==> config.mk <==
export PLATFORM = sky130hd
export DESIGN_NAME = code_lock_ctrl
export DESIGN_NICKNAME = d
export VERILOG_FILES = /design/src/rtl/code_lock_ctrl.sv
export SDC_FILE = /design/constraint.sdc
export NUM_CORES = 1
export LEC_CHECK = 0
export BUFFER_PORTS_ARGS = -buffer_cell sky130_fd_sc_hd__buf_4
export CAP_MARGIN = 0
export CORE_MARGIN = 3
export CORE_UTILIZATION = 40
export CTS_CLUSTER_DIAMETER = 100
export DETAILED_ROUTE_END_ITERATION = 8
export SLEW_MARGIN = 20
export SYNTH_ARGS = -nofsm -noshare
export SYNTH_HDL_FRONTEND = slang
export SYNTH_SLANG_ARGS = --single-unit
==> constraint.sdc <==
create_clock -name clock -period 2.9 [get_ports clock]
set_input_delay 0.435 -clock clock [delete_from_list [all_inputs] [get_ports clock]]
set_output_delay 0.435 -clock clock [all_outputs]
set_load 0.1 [all_outputs]
==> src/rtl/code_lock_ctrl.sv <==
`default_nettype none
// ============================================================================
// Module   : code_lock_ctrl
// Purpose  : Keypad lock decision engine with programmable code, relock timer,
//            entry timeout and failed-attempt lockout. Optional double-entry
//            confirmation of a new code when SAVE_CONFIRM_EN is defined.
// Revision : 1.0 - initial release
// ============================================================================
module code_lock_ctrl #(
    parameter int                      CODE_LEN     = 4,
    parameter logic [4*CODE_LEN-1:0]   DEFAULT_CODE = 16'h1234,
    parameter int                      MAX_FAIL     = 3,
    parameter int                      OPEN_CYCLES  = 500,
    parameter int                      LOCK_CYCLES  = 1000,
    parameter int                      IDLE_TIMEOUT = 2000
) (
    input  logic       clock,
    input  logic       reset,
    input  logic       Valid,
    input  logic [3:0] Code,
    output logic       OPEN,
    output logic       SAVE_LIGHT,
    output logic       LOCKOUT,
    output logic [3:0] FAIL_CNT,
    output logic [3:0] DIGIT_CNT
);

    localparam int c_bw   = 4 * CODE_LEN;
    localparam int c_tmax = (OPEN_CYCLES > LOCK_CYCLES)
                          ? ((OPEN_CYCLES > IDLE_TIMEOUT) ? OPEN_CYCLES : IDLE_TIMEOUT)
                          : ((LOCK_CYCLES > IDLE_TIMEOUT) ? LOCK_CYCLES : IDLE_TIMEOUT);
    localparam int c_tw   = $clog2(c_tmax + 1);

    localparam logic [c_tw-1:0] c_open_ld = c_tw'(OPEN_CYCLES - 1);
    localparam logic [c_tw-1:0] c_lock_ld = c_tw'(LOCK_CYCLES - 1);
    localparam logic [c_tw-1:0] c_idle_ld = c_tw'(IDLE_TIMEOUT - 1);
    localparam logic [3:0]      c_len      = 4'(CODE_LEN);
    localparam logic [3:0]      c_max_fail = 4'(MAX_FAIL);
    localparam logic [3:0]      c_key_star = 4'd10;
    localparam logic [3:0]      c_key_hash = 4'd11;

    typedef enum logic [2:0] {
        S_IDLE    = 3'd0,
        S_ENTRY   = 3'd1,
        S_CHECK   = 3'd2,
        S_OPENED  = 3'd3,
        S_SAVE    = 3'd4,
        S_CONFIRM = 3'd5,
        S_LOCKOUT = 3'd6
    } state_t;

    state_t            r_state;
    logic [c_bw-1:0]   r_buf;
    logic [c_bw-1:0]   r_code;
`ifdef SAVE_CONFIRM_EN
    logic [c_bw-1:0]   r_shadow;
`endif
    logic [3:0]        r_digit_cnt;
    logic              r_ovf;
    logic [3:0]        r_fail_cnt;
    logic [c_tw-1:0]   r_timer;
    logic              r_open;
    logic              r_save_light;
    logic              r_lockout;

    logic              w_key;
    logic              w_digit;
    logic              w_star;
    logic              w_hash;
    logic              w_expired;
    logic              w_entry_ok;
    logic              w_full;
    logic [c_bw-1:0]   w_shift;

    // Codes 12-15 never count as a key press, not even for the timeout.
    assign w_key      = Valid && (Code < 4'd12);
    assign w_digit    = w_key && (Code < 4'd10);
    assign w_star     = w_key && (Code == c_key_star);
    assign w_hash     = w_key && (Code == c_key_hash);
    assign w_expired  = (r_timer == '0);
    assign w_full     = (r_digit_cnt == c_len);
    assign w_entry_ok = w_full && !r_ovf;
    assign w_shift    = (r_buf << 4) | c_bw'(Code);

    always_ff @(posedge clock or negedge reset) begin
        if (!reset) begin
            r_state      <= S_IDLE;
            r_buf        <= '0;
            r_code       <= DEFAULT_CODE;
`ifdef SAVE_CONFIRM_EN
            r_shadow     <= '0;
`endif
            r_digit_cnt  <= '0;
            r_ovf        <= 1'b0;
            r_fail_cnt   <= '0;
            r_timer      <= '0;
            r_open       <= 1'b0;
            r_save_light <= 1'b0;
            r_lockout    <= 1'b0;
        end else begin
            case (r_state)
                S_IDLE: begin
                    if (w_digit) begin
                        r_buf       <= c_bw'(Code);
                        r_digit_cnt <= 4'd1;
                        r_ovf       <= 1'b0;
                        r_timer     <= c_idle_ld;
                        r_state     <= S_ENTRY;
                    end
                end

                S_ENTRY, S_SAVE, S_CONFIRM: begin
                    if (w_digit) begin
                        r_buf   <= w_shift;
                        r_timer <= c_idle_ld;
                        if (w_full) begin
                            r_ovf <= 1'b1;
                        end else begin
                            r_digit_cnt <= r_digit_cnt + 4'd1;
                        end
                    end else if (w_hash && (r_state == S_ENTRY)) begin
                        r_timer <= c_idle_ld;
                        r_state <= S_CHECK;
                    end else if (w_hash) begin
                        r_buf       <= '0;
                        r_digit_cnt <= '0;
                        r_ovf       <= 1'b0;
                        r_timer     <= c_idle_ld;
`ifdef SAVE_CONFIRM_EN
                        if ((r_state == S_SAVE) && w_entry_ok) begin
                            r_shadow <= r_buf;
                            r_state  <= S_CONFIRM;
                        end else begin
                            if (w_entry_ok && (r_buf == r_shadow)) begin
                                r_code <= r_buf;
                            end
                            r_save_light <= 1'b0;
                            r_state      <= S_IDLE;
                        end
`else
                        if (w_entry_ok) begin
                            r_code <= r_buf;
                        end
                        r_save_light <= 1'b0;
                        r_state      <= S_IDLE;
`endif
                    end else if (w_star || w_expired) begin
                        r_buf        <= '0;
                        r_digit_cnt  <= '0;
                        r_ovf        <= 1'b0;
                        r_save_light <= 1'b0;
                        r_timer      <= c_idle_ld;
                        r_state      <= S_IDLE;
                    end else begin
                        r_timer <= r_timer - 1'b1;
                    end
                end

                S_CHECK: begin
                    r_buf       <= '0;
                    r_digit_cnt <= '0;
                    r_ovf       <= 1'b0;
                    if (w_entry_ok && (r_buf == r_code)) begin
                        r_fail_cnt <= '0;
                        r_open     <= 1'b1;
                        r_timer    <= c_open_ld;
                        r_state    <= S_OPENED;
                    end else if ((r_fail_cnt + 4'd1) == c_max_fail) begin
                        r_fail_cnt <= r_fail_cnt + 4'd1;
                        r_lockout  <= 1'b1;
                        r_timer    <= c_lock_ld;
                        r_state    <= S_LOCKOUT;
                    end else begin
                        r_fail_cnt <= r_fail_cnt + 4'd1;
                        r_state    <= S_IDLE;
                    end
                end

                S_OPENED: begin
                    // A '*' landing on the relock cycle still wins.
                    if (w_star) begin
                        r_open       <= 1'b0;
                        r_save_light <= 1'b1;
                        r_buf        <= '0;
                        r_digit_cnt  <= '0;
                        r_ovf        <= 1'b0;
                        r_timer      <= c_idle_ld;
                        r_state      <= S_SAVE;
                    end else if (w_hash || w_expired) begin
                        r_open  <= 1'b0;
                        r_state <= S_IDLE;
                    end else begin
                        r_timer <= r_timer - 1'b1;
                    end
                end

                S_LOCKOUT: begin
                    if (w_expired) begin
                        r_lockout  <= 1'b0;
                        r_fail_cnt <= '0;
                        r_state    <= S_IDLE;
                    end else begin
                        r_timer <= r_timer - 1'b1;
                    end
                end

                default: begin
                    r_state <= S_IDLE;
                end
            endcase
        end
    end

    assign OPEN       = r_open;
    assign SAVE_LIGHT = r_save_light;
    assign LOCKOUT    = r_lockout;
    assign FAIL_CNT   = r_fail_cnt;
    assign DIGIT_CNT  = r_digit_cnt;

endmodule
`default_nettype wire

-- Word level (Yosys, flattened, before mapping)
Index checks and enable logic that the tools add are counted.
- add/sub/neg operators: 3
- multiply operators: 0
- divide/modulo/power cells: 0
- magnitude comparators: 2
- eq/ne operators: 29
- shift-type cells: 0
- multiplexer cells: 59
- bitwise operators: 3
- reduce and logical (&&, ||, !) cells: 28
- operators with widths (kind ; count):
    11-bit 2-to-1 mux ; 10
    16-bit 2-to-1 mux ; 6
    16-bit one-hot mux with 4 select lines ; 1
    11-bit one-hot mux with 5 select lines ; 1
    4-bit 2-to-1 mux ; 9
    3-bit 2-to-1 mux ; 10
    5-bit AND reduction ; 5
    3-bit != test, second input constant ; 7
    2-bit != test, second input constant ; 9
    16-bit equality test ; 1
    16-bit by 4-bit OR with 16-bit output ; 1
    4-bit one-hot mux with 4 select lines ; 1
    1-bit 2-to-1 mux ; 15
    3-bit one-hot mux with 5 select lines ; 1
    6-bit AND reduction ; 2
    11-bit zero test ; 1
    11-bit by 1-bit subtractor with 11-bit output, second input constant ; 1
    3-bit equality test, second input constant ; 3
    4-bit by 1-bit adder with 4-bit output, second input constant ; 2
    4-bit equality test, second input constant ; 2
    4-bit less-than comparator, second input constant ; 2
    4-bit != test, second input constant ; 2
    4-bit one-hot mux with 2 select lines ; 1
    1-bit logical AND ; 7
    other kinds (17) ; 24
- bits in registers: 58
- bits in latches: 0
- memory bits (writable): 0
- memory bits (read-only): 0
- input port bits: 7
- output and inout bits: 11
- logic and storage cells: 134
- memories: 0

-- Depth between registers and ports, before layout
Gate-level depths: netlist of the first run.
- depth in word-level cells: 9
- mapped depth: 10
- gate-level depth less buffers: 8

-- Worst setup path after synthesis of the first run
No wires, ideal clock.
- path type: reg-to-reg
- from: reg r_digit_cnt[0] (netlist: DIGIT_CNT[0])
- to: reg r_timer[8]
- library setup time: 0.126 ns
- arrival: 2.426 ns
- data required time: 2.774 ns
- slack: 0.348 ns
- cell stages (with the launch flop): 9
- period minus slack after synthesis: 2.552 ns
- path through: dfrtp_1 > inv_1 > ha_1 > nand3b_4 > nor4_1 > nand3_1 > nor2_4 > o21ai_2 > o32a_1
- cells in the longest elaborated chain, start to end: 5
- RTL lines (what ; RTL line ; text):
    start, declared ; 58 ; logic [3:0] r_digit_cnt;
    start signal, assigned ; 119 ; r_digit_cnt <= r_digit_cnt + 4'd1;
    4-bit by 3-bit equality test with 1-bit output (*) ; 81 ; assign w_full = (r_digit_cnt == c_len);
    1-bit logical AND (*) ; 82 ; assign w_entry_ok = w_full && !r_ovf;
    1-bit logical AND (*) ; 163 ; if (w_entry_ok && (r_buf == r_code)) begin
    3-bit != test (no source line) / 11-bit 2-to-1 mux (equally long branches) ; - ;
    5-bit AND reduction (no source line) / 11-bit one-hot mux with 5 select lines (equally long branches) ; - ;
    end signal, assigned ; 155 ; r_timer <= r_timer - 1'b1;
    end signal, assigned ; 166 ; r_timer <= c_open_ld;
    end signal, assigned ; 171 ; r_timer <= c_lock_ld;
    end, declared ; 61 ; logic [c_tw-1:0] r_timer;
Every way passes the cells marked *; elsewhere a longest branch is shown, timed or not.
A chain may end at the register's enable or synchronous reset.

-- Worst setup path after layout of the first run
- from: reg r_timer[0]
- to: reg r_timer[2]
- cells in the longest elaborated chain, start to end: 7
- RTL lines (what ; RTL line ; text):
    start signal, assigned ; 107 ; r_timer <= c_idle_ld;
    start signal, assigned ; 115 ; r_timer <= c_idle_ld;
    start signal, assigned ; 122 ; r_timer <= c_idle_ld;
    branches (longest 7 deep; another with 11-bit by 1-bit subtractor with 11-bit output) ; - ;
Several ways; the timed one is not identified. The select of a mux whose other input is x is not followed.

==> impl_results.md, run 1 <==
- Clock sink count: 58
- Total placed instance area: 0.00344 mm²
- Biggest fanout along the worst timing path: 11
- Worst Max-Slew Pin Slew: 0.721 ns
- Power after layout: ~3.7 mW
- Cells traversed along the worst timing path: inv_1 > ha_1 > nor3b_2 > buf_4 > and4_1 > a221o_1 > a21oi_1 > o221a_1 > a21oi_1
- Tmin final: roughly 2.4 ns
- Final clock period utilization by the worst path: 83.9%
- Vias in the first global route: between 2000 and 2500
- Number of enable-type register cells in the synthesized netlist: 0
- Max-cap violation count: 0
- Cell area after technology mapping: around 0.0032 mm²
- Number of detailed-route iterations in the first pass: 4
- Capturing element type of the critical path: flip-flop
- Antenna fix cells: 0
- Number of buffers on the longest clock path: 2
- Global-route wire length before repair: 11900 µm
- Average wire per standard cell: 16.2 µm
- Area inside the core boundary: 0.00777 mm²
- Count of nets left with antenna violations after detail routing: 0
- Unrepaired setup endpoints after global routing: false
- Initial drt markers: 80
- Post-synthesis sequential area ratio: between 40% and 50%
- Cell type of the slowest stage on the worst timing path: a221o_1
- Number of antenna violations at the first check in global routing: 0
- Overflow left after global routing: 0
- Delay of the slowest cell on the worst path: 0.46 ns
- Run status: finished clean
- Area delta synth->final: 14.2%
- Clock-pin slew on the worst setup and hold paths: 0.07 ns
- Main synth FF type: dfrtp_1
- Number of setup buffers added after CTS: 0
- Count of distinct cell types in the synthesized netlist: 68
- Min-Delay Path Class: primary input to asynchronous set/reset pin
- Required time worst endpoint: 3.16 ns
- Final Routed Wirelength: 7030 µm
- Fin area: 0.00366 mm²
- CTS Hold Bufs: 0
- Number of standard cells in the layout, taps in and fillers out: 434
- Die Wd: between 90 and 100 µm
- Flop and latch count out of synthesis: 58
- Final-report hold violation count: 0
- WP data arrival: 2.70 ns
- Initial standard-cell utilization of the core: 41.3%
- Highest ir drop seen on vdd: between 0.0008 and 0.0009 V
- Routability-driven placement congestion ratio: roughly 0.84
- Cells taking the most area after synthesis: dfrtp_1, dfstp_2, mux2_1
- Clock skew: about 0.0073 ns
- TritonCTS buffer count: 9
- Share of synthesized registers carrying an async set or reset: between 90% and 100%
- Number of cells upsized or downsized after cts: 0
- Total of buffers placed on input and output ports: 17
- Number of fill cells in the layout: 755
- Worst-case headroom to the max-slew limit: 51.9%
- Crit-path most repeated cell: a21oi_1
- DRC violation count after routing: 0
- Std-Cell Rows: 32
- Largest delay contributor family on the critical path: compound AO/OA/AOI/OAI gates
- Clock H-tree levels: 3
- WP buf/inv: 2
- GRT Overall Usage: 17.0%
- Pin count of the biggest net entering global routing: between 50 and 60
- Detailed-route vias per instance: 5.65
- Final #Nets: about 340
- Maximum clock rate: 0.411 GHz
- Fraction of layout instances using a drive strength above 1: 19.9%
- Clock tree from TritonCTS: built
- Vert. Die Dim: 95.6 µm
- Number of max-slew violations in the final report: 0
- Worst skew pair latency: roughly 0.34 ns
- Critical path start-end classification: flip-flop to flip-flop
- Buffer type at the clock tree root: clkbuf_8
- Total leakage power: roughly 1.7 nW
- Number of vias in the routed layout: 2451
- Area of the die: 0.00913 mm²
- Mapped Nets: approximately 320
- HPWL after DPL: roughly 5000 µm
- Cell type contributing the most total cell area after synthesis: dfrtp_1
- I/O pin cnt: 18
- Startpoint types: flip-flop
- Mean instance size in the synthesized netlist: ~11 µm²
- Post-Synthesis Cells: approximately 310
- Count of warnings emitted by yosys: 0
- Total Neg Setup Slack: 0 ns
- Synth top area share: about 41%
- Final setup violation count: 0
- Power per Cell Area: 1020 mW/mm²
- # placed instances: 418
-- final cells by class --
cell class | instances | area, µm² | area share (%)
clock inverters | 6 | 88.8 | 2.42
inverters | 13 | 48.8 | 1.33
repair buffers | 22 | 165 | 4.51
well taps | 102 | 128 | 3.48
multi-input cells | 223 | 1640 | 44.7
flip-flops and latches | 58 | 1460 | 39.8
clock buffers | 10 | 138 | 3.76
-- per-stage QoR --
stage               util (%)  hold WS [ns]  worst slack, ns
finish                  47.2         0.158            0.466
global route            47.2         0.188            0.287
CTS                     47.2         0.176            0.495
detailed placement      44.3         0.498            0.523
global placement        44.3         0.493            0.547
floorplan                  -         0.139            0.348
-- registers in the layout (all words and copies together) (netlist names) --
signal and flops:
FAIL_CNT 4, DIGIT_CNT 4, r_buf 16, r_code 16, LOCKOUT 1, r_state 3
OPEN 1, r_ovf 1, r_timer 11, SAVE_LIGHT 1
-- per-layer routing --
layer / track usage (%) / vias up / routed length, µm
met5: 0 / - / 0
met4: 4.74 / 0 / 90
met3: 5.60 / 7 / 258
met2: 27.8 / 46 / 3390
met1: 21.5 / 1206 / 3290
li1: - / 1192 / -
-- worst paths after layout --
| kind | startpoint | endpoint | slack (ns) | depth (start not counted) |
|---|---|---|---|---|
| max | r_timer[0] | r_timer[2] | 0.47 | 9 |
| min | reset | r_buf[15] | 0.16 | 1 |
| max reg2reg | r_timer[0] | r_timer[2] | 0.47 | 9 |
| min reg2reg | r_timer[10] | r_timer[10] | 0.51 | 2 |
| max in group asynchronous | reset | r_timer[5] | 2.27 | 1 |
| min in group clock | Code[3] | r_buf[3] | 0.37 | 3 |
-- synth_stat cells (5+ instances only) --
master and count:
o21ai_0 5, nand2_1 27, inv_1 13, nor2_1 15, o21ai_1 11, a22o_1 14, xor2_1 14, o31ai_1 8
buf_2 5, ha_1 5, mux2_1 11, dfstp_2 5, mux2_2 6, dfrtp_1 53, a31oi_1 6, nor4_1 6
nand3_1 9, a21oi_1 11
-- cells in the final DEF (no fill, tap or decap), types with 2 or more instances in the layout --
master      instances
and3_1              2
a2bb2oi_1           4
a21oi_1            11
a22o_1             14
nand3_1             9
o221a_1             2
o22a_1              2
o31ai_1             8
nor3_2              2
inv_1              13
xnor2_1             3
ha_1                5
a31oi_1             6
a221o_1             3
nor4_1              6
nand4_1             3
o21ai_1            11
nand3b_1            2
dfrtp_1            53
clkinvlp_4          2
clkbuf_8           10
nor3_1              4
bufinv_16           2
nor2_1             15
o21bai_1            2
a211oi_1            4
dfstp_2             5
nand2b_1            3
a21o_1              2
o21ai_0             5
nand2_1            27
a22oi_1             3
mux2_1             11
a41oi_1             2
buf_4              22
mux2_2              6
nor2b_1             2
xor2_1             14
-- worst reg2reg max path: stages, from the launching register on --
cell and delay [ns]:
dfrtp_1 0.42, inv_1 0.10, ha_1 0.18, nor3b_2 0.21
buf_4 0.18, and4_1 0.35, a221o_1 0.46, a21oi_1 0.10
o221a_1 0.25, a21oi_1 0.11
-- logic make-up (layout without fill, tap and decap cells) --
logic type      after synthesis  count (layout)  synth area share (%)
compound gates               93              93                  22.2
simple gates                 90              90                  16.1
flops                        58              58                  45.4
buf+inv                      24              51                  3.47
mux                          18              18                  6.28
xor+xnor                     17              17                  4.64
fa+ha+maj                     5               5                  1.95
-- power by group --
part           total, mW  internal, mW  leakage (nW)  switching [mW]
Clock              0.845         0.508         0.109           0.337
Sequential          1.22         0.982         0.735           0.240
Combinational       1.65         0.529         0.894            1.12
Total               3.72          2.02          1.74            1.70
No activity file was read; power rests on OpenSTA's default activity.
==> run 2, diff against run 1 <==
==> constraint.sdc (replaced) <==
create_clock -name clock -period 2.51 [get_ports clock]
set_input_delay 0.3765 -clock clock [delete_from_list [all_inputs] [get_ports clock]]
set_output_delay 0.3765 -clock clock [all_outputs]
set_load 0.1 [all_outputs]
==> run 2 against run 1 <==
Sequential cell count did not move. Clock skew is 0.00052 ns higher. Sequential share of layout area is 0.37 points lower. Non-clock buffer count increased by 9. Wire length is 0.67% higher. Combinational power increased by 21%. Core utilization grew 0.48 points. Sequential power up 14%.
==> impl_results.md, run 2 (synthesis results as in run 1) <==
- Run status: finished clean
- Final #Nets: 348 (+2.7%)
- Startpoint of the lowest-slack register-to-register path: r_timer[0]
- Clock H-tree levels: 3 (unchanged)
- Cell type of the slowest stage on the worst timing path: a221o_1
- Internal power summed over all cells: 2.24 mW (+11%)
- GRT Overall Usage: 17.5% (+0.51 points)
- Top library cells by usage in the layout, fill and taps aside: dfrtp_1, buf_4, nand2_1, nor2_1
- Register share of total power: 33.2% (+0.4 points)
- Clock tree from TritonCTS: built
- Fraction of layout instances using a drive strength above 1: 22.1% (+2.2 points)
- Global-route wire length before repair: 12200 µm (+2.0%)
- Net Sw Frac: 46.7% (+0.96 points)
- Worst-case headroom to the max-slew limit: 50.2% (-1.7 points)
- Top layer in use: met4
- Final clock period utilization by the worst path: 89.3% (+5.3 points)
- Total leakage power: 1.78 nW (+2.3%)
- Met2 WL post-DR: 3570 µm (+5.2%)
- Tmin final: 2.24 ns (-0.193 ns)
- Number of setup buffers added after CTS: 0 (unchanged)
- Average wire per standard cell: 16.0 µm (-1.2%)
- HPWL after DPL: 4960 µm (+1.5%)
- Number of detailed-route iterations in the first pass: 4 (unchanged)
- Relative contribution of the clock network to total power: 19.4% (-3.3 points)
- Maximum clock rate: 0.446 GHz (+8.6%)
- Flip-flop and latch area: 0.00146 mm² (about the same)
- Buffer type at the clock tree root: clkbuf_8
- CTS Hold Bufs: 0 (unchanged)
- Min-Delay Path Class: primary input to asynchronous set/reset pin
- Capturing element type of the critical path: flip-flop
- Total length of routed met3 wires: 198 µm (-23%)
- Startpoint types: flip-flop
- Number of vias in the routed layout: 2477 (+1.1%)
- Clock skew: 0.00786 ns (+0.000518 ns)
- Number of cells upsized or downsized after cts: 0 (unchanged)
- Number of fill cells in the layout: 751 (-0.53%)
- DRC violation count after routing: 0 (unchanged)
- Initial drt markers: 88 (+10%)
- Final-report hold violation count: 0 (unchanged)
- TritonCTS buffer count: 9 (unchanged)
- Worst skew pair latency: 0.34 ns (about the same)
- Area occupied by multi-input gates: 0.00164 mm² (unchanged)
- Cells traversed along the worst timing path: inv_1 > ha_1 > nor3b_2 > and4_1 > a221o_1 > a21oi_1 > o221a_1 > a21oi_1
- Antenna fix cells: 0 (unchanged)
- Clock sink count: 58 (unchanged)
- Area of the die: 0.00913 mm² (unchanged)
- Total of buffers placed on input and output ports: 17 (unchanged)
- Detailed-route vias per instance: 5.60 (-0.77%)
- Regs by FF count: r_buf: 16 flops, r_code: 16 flops, r_timer: 11 flops
- Highest ir drop seen on vdd: 0.000702 V (-14%)
- WP data arrival: 2.51 ns (-0.19 ns)
- Met1 WL: 3210 µm (-2.4%)
- Biggest fanout along the worst timing path: 11 (unchanged)
- I/O pin cnt: 18 (unchanged)
- Clock-pin slew on the worst setup and hold paths: 0.07 ns (about the same)
- Initial standard-cell utilization of the core: 41.3% (unchanged)
- Area inside the core boundary: 0.00777 mm² (unchanged)
- Number of max-slew violations in the final report: 0 (unchanged)
- Crit-path most repeated cell: a21oi_1
- Logic pwr share: 47.4% (+3.0 points)
- Area delta synth->final: 15.4%
- Critical path start-end classification: flip-flop to flip-flop
- Unrepaired setup endpoints after global routing: false
- Count of nets left with antenna violations after detail routing: 0 (unchanged)
- Overflow left after global routing: 0 (unchanged)
- P_sw: 1.96 mW (+15%)
- Pin count of the biggest net entering global routing: 59 (unchanged)
- Vias in the first global route: 2488 (+2.1%)
- Die Wd: 95.6 µm (unchanged)
- Required time worst endpoint: 2.78 ns (-0.38 ns)
- Final setup violation count: 0 (unchanged)
- Power per Cell Area: 1130 mW/mm² (+12%)
- Number of buffers on the longest clock path: 2 (unchanged)
- Std-Cell Rows: 32 (unchanged)
- Worst Max-Slew Pin Slew: 0.747 ns (+0.0254 ns)
- Vert. Die Dim: 95.6 µm (unchanged)
- Final Routed Wirelength: 7080 µm (+0.67%)
- Max-cap violation count: 0 (unchanged)
- Total Neg Setup Slack: 0 ns (unchanged)
- Delay of the slowest cell on the worst path: 0.45 ns (about the same)
- Number of antenna violations at the first check in global routing: 0 (unchanged)
- Timing startpoint of the critical path: r_timer[0]
- Most common cell after layout, fill and taps aside: dfrtp_1
- Power after layout: 4.20 mW (+13%)
- Routability-driven placement congestion ratio: 0.881 (+5.4%)
-- run 2: changes by cell type in the layout (fill, tap and decap cells not counted) --
cell        delta
buf_12         +1
buf_4          +8
bufinv_16      -1
clkbuf_8       -1
clkinv_2       +3
clkinv_4       +1
clkinvlp_4     -2
dfrtp_1        -1
dfrtp_2        +1
inv_6          -1
-- run 2: area by class of cell --
class | instances | area share (%)
clock buffers | 9 | 3.35
clock inverters | 6 | 1.59
inverters | 13 | 1.32
multi-input cells | 223 | 44.3
flip-flops and latches | 58 | 39.4
well taps | 102 | 3.45
repair buffers | 31 | 6.62
-- run 2: through the flow --
| step | instances | util, % | hold WS (ns) | area (µm²) | setup slack (ns) |
|---|---|---|---|---|---|
| final | 442 | 47.7 | 0.0964 | 3700 | 0.269 |
| after detailed placement | 424 | 45.0 | 0.496 | 3500 | 0.165 |
| after global placement | 424 | 45.0 | 0.489 | 3500 | 0.297 |
| after CTS | 439 | 47.4 | 0.113 | 3680 | 0.168 |
| after floorplan | 305 | - | 0.0809 | 3210 | 0.00853 |
| after global routing | 442 | 47.7 | 0.142 | 3700 | 0.0228 |
-- run 2: final timing paths --
check / to / slack [ns] / cells past startpoint
setup / recovery: r_timer[2] / 0.27 / 8
hold / removal: r_buf[15] / 0.1 / 1
setup reg to reg: r_timer[2] / 0.27 / 8
hold reg to reg: r_code[7] / 0.52 / 1
max in group asynchronous: DIGIT_CNT[0] / 1.87 / 1
min in group clock: r_buf[3] / 0.30 / 3
-- run 2: worst max-delay path: cells and delay by family, from the launching register on --
family	cells	cell delay, ns
adders and majority gates	1	0.18
AOI/OAI and AO/OA	4	0.87
and+or+nand+nor	2	0.60
buffers and inverters	1	0.09
DFF	1	0.41
-- run 2: power groups by stage --
stage	combinational, mW	sequential (mW)	clock, mW
floorplan	1.08	1.80	0
global placement	1.98	1.40	0
detailed placement	2.00	1.41	0
CTS	2.01	1.39	0.852
global route	2.17	1.44	0.895
finish	1.99	1.39	0.815
-- run 2: routing by layer --
| metal | track usage, % | vias to the layer above |
|---|---|---|
| met5 | 0 | - |
| met4 | 7.46 | 0 |
| met3 | 4.26 | 7 |
| met2 | 29.2 | 29 |
| met1 | 21.5 | 1227 |
| li1 | - | 1214 |
